`src/rtl/id_issue_ctrl.sv`:
```
// id_issue_ctrl: decode-stage issue/interlock controller.
// Decides each cycle whether the instruction in ID may move to EX, based on
// a 32-entry load scoreboard (RAW/WAW against outstanding loads) and a HI/LO
// multiply/divide busy state machine.
// Optional feature macro: ID_STALL_CNT_EN adds a saturating hazard-stall
// cycle counter on stall_cnt. Without it, stall_cnt is tied to zero.
module id_issue_ctrl #(
    parameter int MUL_LAT = 2,
    parameter int DIV_LAT = 33
) (
    input  logic        clk,
    input  logic        resetn,
    input  logic        id_valid,
    input  logic [4:0]  rreg_a,
    input  logic [4:0]  rreg_b,
    input  logic        use_a,
    input  logic        use_b,
    input  logic [4:0]  wreg,
    input  logic        wreg_en,
    input  logic        is_load,
    input  logic [1:0]  is_muldiv,
    input  logic        reads_hilo,
    input  logic        ex_ready,
    input  logic        flush,
    input  logic        wb_ld_valid,
    input  logic [4:0]  wb_ld_reg,
    output logic        id_ready,
    output logic        issue,
    output logic        hilo_busy,
    output logic [31:0] pending,
    output logic [31:0] stall_cnt
);

    typedef enum logic {
        IDLE = 1'b0,
        BUSY = 1'b1
    } hilo_state_t;

    // Counter reload values: the unit stays busy for LAT-1 cycles after issue.
    localparam logic [5:0] MUL_CNT = 6'(MUL_LAT - 1);
    localparam logic [5:0] DIV_CNT = 6'(DIV_LAT - 1);

    hilo_state_t state_reg, state_next;
    logic [5:0]  cnt_reg, cnt_next;
    logic [31:0] pending_reg, pending_next;
    logic [31:0] wb_clr_mask;
    logic [31:0] pend_eff;
    logic        raw_hazard, waw_hazard, hilo_hazard;
    logic        ld_set;

    // One-hot mask of the register a load writes back this cycle.
    always_comb begin
        wb_clr_mask = '0;
        if (wb_ld_valid) begin
            wb_clr_mask[wb_ld_reg] = 1'b1;
        end
    end

    // WB-to-ID bypass: a register being written back this cycle is already safe.
    assign pend_eff = pending_reg & ~wb_clr_mask;

    // Bit 0 of the scoreboard is never set, so $zero never hazards.
    assign raw_hazard  = (use_a & pend_eff[rreg_a]) | (use_b & pend_eff[rreg_b]);
    assign waw_hazard  = wreg_en & pend_eff[wreg] & (wreg != 5'd0);
    assign hilo_hazard = hilo_busy & (reads_hilo | (is_muldiv != 2'b00));

    assign id_ready  = ex_ready & ~(raw_hazard | waw_hazard | hilo_hazard);
    assign issue     = id_valid & id_ready & ~flush;
    assign hilo_busy = (state_reg == BUSY);
    assign pending   = pending_reg;

    assign ld_set = issue & is_load & wreg_en & (wreg != 5'd0);

    // Scoreboard update: writeback clear first, then issue set, so set wins.
    always_comb begin
        pending_next = pend_eff;
        if (ld_set) begin
            pending_next[wreg] = 1'b1;
        end
        pending_next[0] = 1'b0;
    end

    // HI/LO busy FSM: start on mult/div issue, count down to idle.
    always_comb begin
        state_next = state_reg;
        cnt_next   = cnt_reg;
        case (state_reg)
            IDLE: begin
                if (issue && is_muldiv == 2'b01) begin
                    cnt_next = MUL_CNT;
                    if (MUL_CNT != 6'd0) state_next = BUSY;
                end else if (issue && is_muldiv == 2'b10) begin
                    cnt_next = DIV_CNT;
                    if (DIV_CNT != 6'd0) state_next = BUSY;
                end
            end
            BUSY: begin
                cnt_next = cnt_reg - 6'd1;
                if (cnt_reg <= 6'd1) state_next = IDLE;
            end
            default: begin
                state_next = IDLE;
                cnt_next   = '0;
            end
        endcase
    end

    // State registers for the scoreboard and HI/LO FSM.
    always_ff @(posedge clk or negedge resetn) begin
        if (!resetn) begin
            pending_reg <= '0;
            state_reg   <= IDLE;
            cnt_reg     <= '0;
        end else begin
            pending_reg <= pending_next;
            state_reg   <= state_next;
            cnt_reg     <= cnt_next;
        end
    end

`ifdef ID_STALL_CNT_EN
    logic [31:0] stall_cnt_reg;
    logic        count_stall;

    // Only hazard stalls count; EX back-pressure (ex_ready=0) does not.
    assign count_stall = id_valid & ~flush & ~id_ready & ex_ready;

    // Saturating hazard-stall counter.
    always_ff @(posedge clk or negedge resetn) begin
        if (!resetn) begin
            stall_cnt_reg <= '0;
        end else if (count_stall && stall_cnt_reg != 32'hFFFF_FFFF) begin
            stall_cnt_reg <= stall_cnt_reg + 32'd1;
        end
    end

    assign stall_cnt = stall_cnt_reg;
`else
    assign stall_cnt = '0;
`endif

endmodule

```
`config.mk`:
```
export PLATFORM = sky130hd
export DESIGN_NAME = id_issue_ctrl
export DESIGN_NICKNAME = d
export VERILOG_FILES = /design/src/rtl/id_issue_ctrl.sv
export SDC_FILE = /design/constraint.sdc
export NUM_CORES = 1
export LEC_CHECK = 0
export CORE_MARGIN = 8
export CORE_UTILIZATION = 45
export DETAILED_ROUTE_END_ITERATION = 12
export PLACE_DENSITY = 0.79
export SYNTH_ARGS = -nofsm -noshare
export SYNTH_HDL_FRONTEND = slang
export SYNTH_SLANG_ARGS = --single-unit
```
`constraint.sdc`:
```
create_clock -name clk -period 2.9 [get_ports clk]
set_clock_uncertainty 0.1 [all_clocks]
set_input_delay 0.58 -clock clk [delete_from_list [all_inputs] [get_ports clk]]
set_output_delay 0.58 -clock clk [all_outputs]
set_load 0.05 [all_outputs]
```
==> summary.md <==
| Metric | Value |
|---|---|
| Hold WC Path Type | reg2reg |
| Core area | 0.00773 mm2 |
| Sw Ratio | 42.1% |
| Chip Height | 105 um |
| Violated checks | negative setup slack |
| Achievable Freq | 292 MHz |
| H-tree depth | 2 |
| Synthesized instance count | 421 |
| Critical Path Sink Type | output port |
| Synth-to-layout area growth | 68.6% |
| Drt first pass iters | 6 |
| Diode count | 0 |
| Root Buffer | clkbuf_8 |
| FFs w/ async S/R, synth | 100% |
| CTS buffer count | 5 |
| CP Class | in2out |
| CTS tree | done |
| Clk buf depth | 2 |
| Slew Viols, Final | 0 |
| DRT met1 WL | 6.16 mm |
| Max-cap violation count | 0 |
| Vias post-DR | 4,601 |
| Antenna violations before repair | 0 |
| Sequential area share after synthesis | 26.4% |
| Gate power share | 50.8% |
| Largest net degree at the start of global routing | 39 |
| Xor and xnor area share after synthesis | 2.88% |
| I/O Pins | 100 |
| Switching pwr | 0.927 mW |
| Top post-synthesis cells by area | dfrtp_1 26%, buf_4 7.1%, mux2i_1 5.6% |
| Hold buffers post-CTS | 0 |
| Part of the power in registers | 31.9% |
| Filler cells | 498 |
| Synth Register Bits | 38 |
| Global-route wire length before repair | 25.7 mm |
| Peak supply drop | 0.000340 V |
| Mapped Area | 0.00360 mm2 |
| Internal | 1.27 mW |
| Vias/cell | 6.43 |
| Post-Synth Simple-Gate Area | 21.3% |
| Final Worst Setup Slack | -527 ps |
| Max reg flops | 31 |
| CP startpoint kind | input port |
| TNS Setup | -7540 ps |
| Lkg Pwr | 2.61 nW |
| EDFF count, synth | 0 |
| Max Used Layer | met4 |
| Clock power share | 17.3% |
| Number of global-route vias before repair | 4,748 |
| Post-route DRC | 0 |
| Largest family of logic cells by synthesized area | compound AO/OA/AOI/OAI gates |
| Synth Area per Inst | 8.55 um2 |
| YS warnings | 0 |
| Post-synth top flop | dfrtp_1 |
| Post-synth top cells | 38 x dfrtp_1, 34 x buf_4, 34 x o21ai_0, 31 x o21ai_1 |
| Layout cells sized above 1 | 42.1% |
| Port bufs | 66 |
| Period utilization | 118% |
| Initial Util | 46.6% |
| Routed wl met2 | 7.99 mm |
| Skew-Pair Late Insertion Delay | 290 ps |
| Post-Place Worst Slack | -1050 ps |
| Gpl congestion | 1.05 |
| Total congestion overflow | 0 |
| Clk slew on worst S/H paths | 80 ps |
| Core Rows | 32 |
| WL/cell | 23.6 um |
| Status | complete, but fails checks |
| Worst-Margin Slew | 614 ps |
| Die Width | 105 um |
| Pwr dens | 363 mW/mm2 |
| Post-DP HPWL | 11.3 mm |
| Top-count cell post-synth | dfrtp_1 |
| Post-Route WL | 16.8 mm |
| Full die area | 0.0111 mm2 |
| Synth Area in Compound Gates | 27.2% |
| Share of the synthesized area in the top cell type | 26.4% |
| Tmin final | 3430 ps |
| GRT Overall Usage | 29.0% |
| Post-synthesis adder-cell area fraction | 0.695% |
| RSZ-0062 raised after global routing | true |
| DR WL met3 | 1.60 mm |
| Rel. slew slack | 59.1% |
| Clock sink total | 38 |
| Post-route ant nets | 0 |
| CP Data Required Time | 2220 ps |
| Distinct cells, synth | 72 |
| Mux share of post-synthesis cell area | 9.00% |
| Setup Viol. Count Final | 39 |
| Hold_ws | 454 ps |
| Post-placement cell area | 0.00511 mm2 |
| Design Power | 2.20 mW |
| Post-route cell area | 0.00607 mm2 |
| Post-synth top area cell | dfrtp_1 |
| Hold Violations, Final | 0 |
| DRT iter0 DRCs | 407 |
| WP data arrival | 2750 ps |
| Fin nets | 647 |
| Crit Path Max Fanout | 6 |
[path summary, 6_finish.rpt]
path / start / end / slack, ps / depth (start not counted)
max: wb_ld_reg[3] / id_ready / -530 / 11
min: cnt_reg[5] / hilo_busy / 450 / 2
max reg2reg: pending[8] / pending[19] / -80 / 10
min reg2reg: cnt_reg[5] / hilo_busy / 450 / 2
max in group asynchronous: resetn / cnt_reg[1] / 1720 / 2
min in group asynchronous: resetn / pending[5] / 620 / 2
[cell type report]
cell class / instances / area [um2] / share of cell area (%)
flip-flops and latches: 38 / 951 / 15.7
multi-input cells: 334 / 2850 / 47.0
repair buffers: 213 / 1970 / 32.5
well taps: 102 / 128 / 2.10
inverters: 20 / 75.1 / 1.24
clock buffers: 7 / 86.3 / 1.42
clock inverters: 1 / 5.00 / 0.0825
[what timing repair did]
action | in CTS | in global routing
setup endpoints to repair | 40 | 40
gates resized for setup | 174 | 24
setup buffers | 22 | 4
cloned | 2 | 1
pin swaps | 51 | 21
[worst max-delay path, cell delays in order]
cell      delay (ps)
buf_12           110
buf_4            130
and4bb_4         410
a31oi_2          170
buf_4            170
o32ai_1          230
a21oi_1          110
nor4b_4          150
buf_4            150
nor4_4           360
buf_12           180
[metrics by stage]
step	utilization (%)	std cells
final	78.5	715
after floorplan	-	453
after global placement	66.1	678
after detailed placement	66.1	678
after global routing	78.5	715
after CTS	76.8	710
[cells in the final DEF (no fill, tap or decap), drive strengths merged, types with 3 or more instances in the layout]
master / n
nand2b: 5
or3b: 4
nand2: 20
nand4: 5
conb: 33
mux4: 5
o2111ai: 9
a31oi: 6
dlygate4sd2: 8
nand4bb: 3
clkbuf: 8
nor4: 6
o32ai: 5
dfrtp: 38
a311oi: 3
nand3: 13
xnor2: 7
and3b: 3
nor2b: 6
nand3b: 3
a221oi: 3
mux2i: 20
a22o: 4
clkdlybuf4s50: 45
or2: 4
o21ai: 65
o31ai: 3
inv: 20
xor2: 4
a211oi: 6
o311ai: 3
nand4b: 5
buf: 156
nor3: 9
o211ai: 13
nor2: 12
a21oi: 8
o211a: 3
or3: 5
[routing by layer]
layer | track usage [%] | vias up
met5 | 0 | -
met4 | 20.8 | 0
met3 | 6.15 | 98
met2 | 47.6 | 361
met1 | 32.9 | 2204
li1 | - | 1938
[power by group through the flow]
| stage | Combinational, mW | Sequential [mW] | Clock [mW] |
|---|---|---|---|
| floorplan | 0.540 | 0.745 | 0 |
| global placement | 0.893 | 0.690 | 0 |
| detailed placement | 0.914 | 0.696 | 0 |
| CTS | 1.07 | 0.695 | 0.387 |
| global route | 1.18 | 0.712 | 0.407 |
| finish | 1.12 | 0.702 | 0.381 |
[logic make-up (layout without fill, tap and decap cells)]
| group | Yosys count | after routing |
|---|---|---|
| flip-flops | 38 | 38 |
| XOR/XNOR | 11 | 11 |
| other | 1 | 33 |
| multiplexers | 26 | 26 |
| AO/OA/AOI/OAI | 147 | 147 |
| adder cells (fa/ha/maj) | 2 | 2 |
| buffers and inverters | 81 | 241 |
| AND/OR/NAND/NOR | 115 | 115 |
No activity file was read; power rests on OpenSTA's default activity.
